File: src/rtl/min.sv
// Three-way minimum finder: combinational argmin over the slave priorities
// with lowest-index tie-break, plus a registered index and a change pulse.
module min #(
   parameter int unsigned PRIO_W = 2
) (
   input  logic              clk_i,
   input  logic              rstn_i,
   input  logic [PRIO_W-1:0] slv0_prio_i,
   input  logic [PRIO_W-1:0] slv1_prio_i,
   input  logic [PRIO_W-1:0] slv2_prio_i,
   output logic [1:0]        min_index,
   output logic [PRIO_W-1:0] min_prio_o,
   output logic              min_tie_o,
   output logic [1:0]        min_index_q,
   output logic              min_chg_o
);

   localparam int unsigned IDX_W = 2;
   localparam int unsigned CNT_W = 2;

   logic [IDX_W-1:0]  idx01;
   logic [PRIO_W-1:0] prio01;
   logic [CNT_W-1:0]  eq_cnt;
   logic              chg_d;
   logic              chg_q;

   // Argmin: strict less-than keeps the lower index on ties.
   always_comb begin
      idx01      = IDX_W'(0);
      prio01     = slv0_prio_i;
      if (slv1_prio_i < slv0_prio_i) begin
         idx01  = IDX_W'(1);
         prio01 = slv1_prio_i;
      end
      min_index  = idx01;
      min_prio_o = prio01;
      if (slv2_prio_i < prio01) begin
         min_index  = IDX_W'(2);
         min_prio_o = slv2_prio_i;
      end
   end

   // Tie when at least two slaves hold the minimum value.
   always_comb begin
      eq_cnt    = CNT_W'(slv0_prio_i == min_prio_o)
                + CNT_W'(slv1_prio_i == min_prio_o)
                + CNT_W'(slv2_prio_i == min_prio_o);
      min_tie_o = (eq_cnt >= CNT_W'(2));
   end

   // Change pulse fires when the value about to be loaded differs from the held one.
   always_comb begin
      chg_d = (min_index != min_index_q);
   end

   // Registered index and change pulse, cleared asynchronously by reset.
   always_ff @(posedge clk_i or negedge rstn_i) begin
      if (!rstn_i) begin
         min_index_q <= IDX_W'(0);
         chg_q       <= 1'b0;
      end else begin
         min_index_q <= min_index;
         chg_q       <= chg_d;
      end
   end

   assign min_chg_o = chg_q;

endmodule

File: config.mk
export PLATFORM = sky130hd
export DESIGN_NAME = min
export DESIGN_NICKNAME = d
export VERILOG_FILES = /design/src/rtl/min.sv
export SDC_FILE = /design/constraint.sdc
export NUM_CORES = 1
export LEC_CHECK = 0
export ABC_AREA = 0
export CORE_AREA = 2 2 39 41
export CTS_CLUSTER_SIZE = 28
export DETAILED_ROUTE_END_ITERATION = 10
export DIE_AREA = 0 0 41 43
export GPL_ROUTABILITY_DRIVEN = 1
export PLACE_DENSITY = 0.66
export SKIP_CTS_REPAIR_TIMING = 1
export SLEW_MARGIN = 20
export SYNTH_ARGS = -nofsm -noshare
export SYNTH_HDL_FRONTEND = slang
export SYNTH_SLANG_ARGS = --single-unit
File: constraint.sdc
create_clock -name clk_i -period 4.5 [get_ports clk_i]
set_input_delay 0.9 -clock clk_i [delete_from_list [all_inputs] [get_ports clk_i]]
set_output_delay 0.9 -clock clk_i [all_outputs]
set_load 0.01 [all_outputs]
; Word level (Yosys, flattened, before mapping)
; Cells that the tools add are included.
[op_classes]
n_addsub = 2
mul = 0
n_div = 0
n_lt_le_gt_ge = 3
n_eq_ne = 4
shift = 0
mux = 4
bitwise_logic = 0
reduce_logical = 0
[ops]
columns = cell, n
row1 = 2-bit == test, 3
row2 = 2-bit two-way mux, 3
row3 = 2-bit less-than comparator, 2
row4 = 1-bit by 1-bit adder with 2-bit output, 1
row5 = 2-bit by 1-bit adder with 2-bit output, 1
row6 = "2-bit greater-or-equal comparator, second input constant", 1
row7 = 2-bit inequality test, 1
row8 = 1-bit two-way mux, 1
[totals]
ff_bits = 3
latchBits = 0
ram_bits = 0
romBits = 0
inputBits = 8
output_inout_bits = 8
wordCells = 15
memories = 0

; Depth between registers and ports, before layout
[logic_depth]
ltp_word = 8
mapped_depth = 10
ltp_nobuf = 10

; Worst setup path after synthesis
; No wires, ideal clock.
[synth_path]
path_type = in2out
startpoint = in slv0_prio_i[1]
endpoint = out min_tie_o
arrival_ns = 2.546
required_ns = 3.600
path_slack_ns = 1.054
stages = 9
path_buffers = 0
path_cell_list = ha_1 -> ha_1 -> or2b_4 -> o21a_1 -> nor3_1 -> nor3_1 -> ha_1 -> o2111ai_1 -> o21bai_1
[synth_via]
elab_chain_len = 8
word_cells_on_any_way = 10
cone_classes = 2 x add/sub / 3 x order compare / 3 x eq/ne / 2 x mux
[synth_rtl]
columns = element, line_no
row1 = start: declaration, 8  ; input logic [PRIO_W-1:0] slv0_prio_i,
row2 = 2-bit less-than comparator, 31  ; if (slv1_prio_i < slv0_prio_i) begin
row3 = 2-bit two-way mux, 31
row4 = 2-bit less-than comparator, 37  ; if (slv2_prio_i < prio01) begin
row5 = 2-bit two-way mux, 37
row6 = "2-bit == test, on equally long branches", "45, 46"
row7 = 1-bit by 1-bit adder with 2-bit output, 46  ; + CNT_W'(slv1_prio_i == min_prio_o)
row8 = 2-bit by 1-bit adder with 2-bit output *, 47  ; + CNT_W'(slv2_prio_i == min_prio_o);
row9 = 2-bit greater-or-equal comparator *, 48  ; min_tie_o = (eq_cnt >= CNT_W'(2));
row10 = end: declaration, 13  ; output logic min_tie_o,
; Mark *: on every way between the ends. The rest lies on a longest branch, timed or not.

; Worst setup path after layout
; Ends and elaborated chain as after synthesis.

==> metrics.md <==
| Metric | Value |
|---|---|
| Simple-gate share of the synthesized area | 25.48% |
| First-pass GRT wire length | between 1 and 1.5 mm |
| Xor and xnor area share after synthesis | under 10% |
| ANT nets after route | 0 |
| Synth Warn # | 0 |
| Pwr dens | 242.9 nW/um2 |
| Slew Viols, Final | 0 |
| Die width | 41 um |
| Finished Cell Area | between 600 and 700 um2 |
| Hold Path Class | register to register |
| Row count | 14 |
| NetSw | 0.00004632 W |
| DRT Pass-1 Iters | 1 |
| Initial Util | 28.39% |
| Final Wtd Congestion | approximately 0.77 |
| Worst-margin pin slew | 352.1 ps |
| Hold slack | approximately 530 ps |
| Clock root cell | clkbuf_4 |
| Drt drc | 0 |
| Avg Cell Area, Syn | 9.582 um2 |
| Synth Cell Area | 392.9 um2 |
| Unique masters post-synth | 26 |
| Sink Count | 3 |
| Max cap viols | 0 |
| Worst Skew | 0.7808 ps |
| Core Area | 1384 um2 |
| Largest family of logic cells by synthesized area | compound AO/OA/AOI/OAI gates |
| Vias in the first global route | 380 |
| Setup crit end kind | output port |
| Max Clk Rate | between 0.2 and 0.25 GHz |
| Clock Power Share | 30.3% |
| Status | finished, final reports clean |
| Post-synthesis sequential area ratio | a little under a fifth |
| Post-synthesis adder-cell area fraction | a little under a fifth |
| WS Path Type | input port to output port |
| Share of layout cells above drive strength 1 | around 20% |
| Seq pwr share | a little over a fifth |
| Min cycle time layout | about 4100 ps |
| Final period utilization | 91.52% |
| Post-synthesis mux area share | around 2.9% |
| 1st-iter DRT viols | 0 |
| Reg clk slew, reported paths | roughly 30 ps |
| TritonCTS clock tree | yes |
| Lkg Pwr | 0.2785 nW |
| Grt ovf | 0 |
| Synthesis-to-layout area growth | 60.19% |
| H-tree Lvls | 1 |
| All-layer global routing usage | ~11% |
| RSZ-0062 raised after global routing | no |
| Cells after synthesis | 41 |
| Max_slew headroom | between 70% and 80% |
| Routed wire length | ~890 um |
| Gate power share | between 40% and 50% |
| VDD IR max | ~80 uV |
| Crit path DAT | between 3000 and 4000 ps |
| IO Count | 16 |
| Hpwl dp | about 750 um |
| Worst skew pair latency | roughly 230 ps |
| CP Data Required Time | 3600 ps |
| Compound-Gate Fraction of Synth Area | a little over a quarter |
| Vias per inst | 4.975 |
| Via count | 403 |
| Startpoint Class | input port |
| Antenna diodes | 0 |
| Drt wl/cell | 10.93 um |
| Post-synthesis net count | 55 |
| CTS max path bufs | 2 |
| CP Max Fanout | 4 |
| Nets | 80 |
| Initial antenna violation count | 0 |
| PortBufs | 15 |
| Pin count of the biggest net entering global routing | 7 |
| Synthesis-stage register bit count | 3 |
| Placed inst area | about 600 um2 |
| Die ar. | ~1800 um2 |
| Die height | ~43 um |
| Internal Power | roughly 0.00011 W |
| Setup-failing EPs final | 0 |
| Hold Fails Final Rpt | 0 |
| TritonCTS buffer count | 3 |
| Tot Pwr | ~0.00015 W |
| Switching Share | a little under a third |
==> worst paths after layout <==
path                                 from              to  slack [ps]  depth (start not counted)
hold / removal             min_index_q[1]       min_chg_o         530                          1
setup / recovery           slv0_prio_i[1]       min_tie_o         380                         11
setup reg to reg           min_index_q[0]       min_chg_o        3550                          3
min in group asynchronous          rstn_i       min_chg_o         850                          1
max in group asynchronous          rstn_i  min_index_q[1]        3500                          1
hold reg to reg            min_index_q[1]       min_chg_o         530                          1
==> kinds of logic after synthesis <==
| kind of cell | Yosys count |
|---|---|
| simple gates | 16 |
| compound gates | 10 |
| fa+ha+maj | 6 |
| buf+inv | 3 |
| flops | 3 |
| xor+xnor | 2 |
| mux | 1 |
==> synthesized netlist by cell type <==
cell       number  share of area (%)
ha_1            6                 19
inv_1           3                2.9
o21bai_1        1                1.9
a311oi_1        1                2.2
o2111ai_1       1                2.2
nand3_1         1                1.3
nand2b_1        1                1.6
nor2_1          4                3.8
xnor2_1         1                2.2
or2b_4          1                2.9
a21oi_1         1                1.3
nand3b_1        1                1.9
and2b_2         1                2.2
o21ba_4         1                4.1
o21a_1          2                3.8
dfrtp_1         3                 19
o41ai_4         1                7.0
o22ai_1         1                1.6
and3b_1         1                2.2
mux2_2          1                2.9
xor2_1          1                2.2
nand2_1         1               0.95
nor4b_1         2                4.5
nor3_1          2                2.5
a211oi_1        1                1.9
nor4_1          1                1.6
==> power groups by stage <==
stage	Sequential, W	Combinational (W)	Clock (W)
3_3_place_gp	0.0000337	0.0000729	0
5_1_grt	0.0000341	0.0000807	0.0000540
4_1_cts	0.0000337	0.0000743	0.0000486
6_report	0.0000335	0.0000730	0.0000464
3_5_place_dp	0.0000340	0.0000739	0
2_1_floorplan	0.0000357	0.0000346	0
==> sequential cells by signal, indices dropped and copies added, names as in the netlist <==
name / cells
min_chg_o: 1
min_index_q: 2
==> metal layers <==
metal  GRT usage [%]  vias up  share of wire, %
met4           6.000        0                 0
met1           13.61      186                41
li1                -      203                 -
met5               0        -                 0
met3               0        0               6.4
met2           19.69       14                52
==> worst max-delay path, cell delays in order <==
cell             delay, ps
clkdlybuf4s50_1        450
ha_1                   240
ha_1                   290
or2b_4                 260
o21a_1                 150
o21a_1                 180
nor3_1                 160
ha_1                   270
o2111ai_1               70
o21bai_1                80
dlymetal6s2s_1         170
==> area by class of cell <==
class                   count  area (um2)
fillers                   155       754.5
flip-flops and latches      3       75.07
inverters                   3       11.26
well taps                  16       20.02
clock buffers               4       26.28
multi-input cells          35       306.5
repair buffers             20       190.2
==> through the flow <==
stage / util [%] / TNS, ps / instances / setup slack [ps]
final: 45.48 / 0 / 81 / 381.4
after global routing: 45.48 / 0 / 81 / 174.2
after CTS: 45.30 / -1.489 / 81 / -1.489
after detailed placement: 43.40 / 0 / 77 / 14.12
after global placement: 43.40 / 0 / 77 / 27.76
after floorplan: - / 0 / 41 / 1054
==> placed cells by master (no fill, tap or decap), types with 2 or more instances in the layout <==
cell type	synthesis	routed
o21a_1	2	2
clkdlybuf4s50_1	0	14
clkbuf_4	0	3
ha_1	6	6
nor3_1	2	2
dfrtp_1	3	3
buf_4	0	5
nor2_1	4	4
inv_1	3	3
nor4b_1	2	2
No activity file was read; power rests on OpenSTA's default activity.
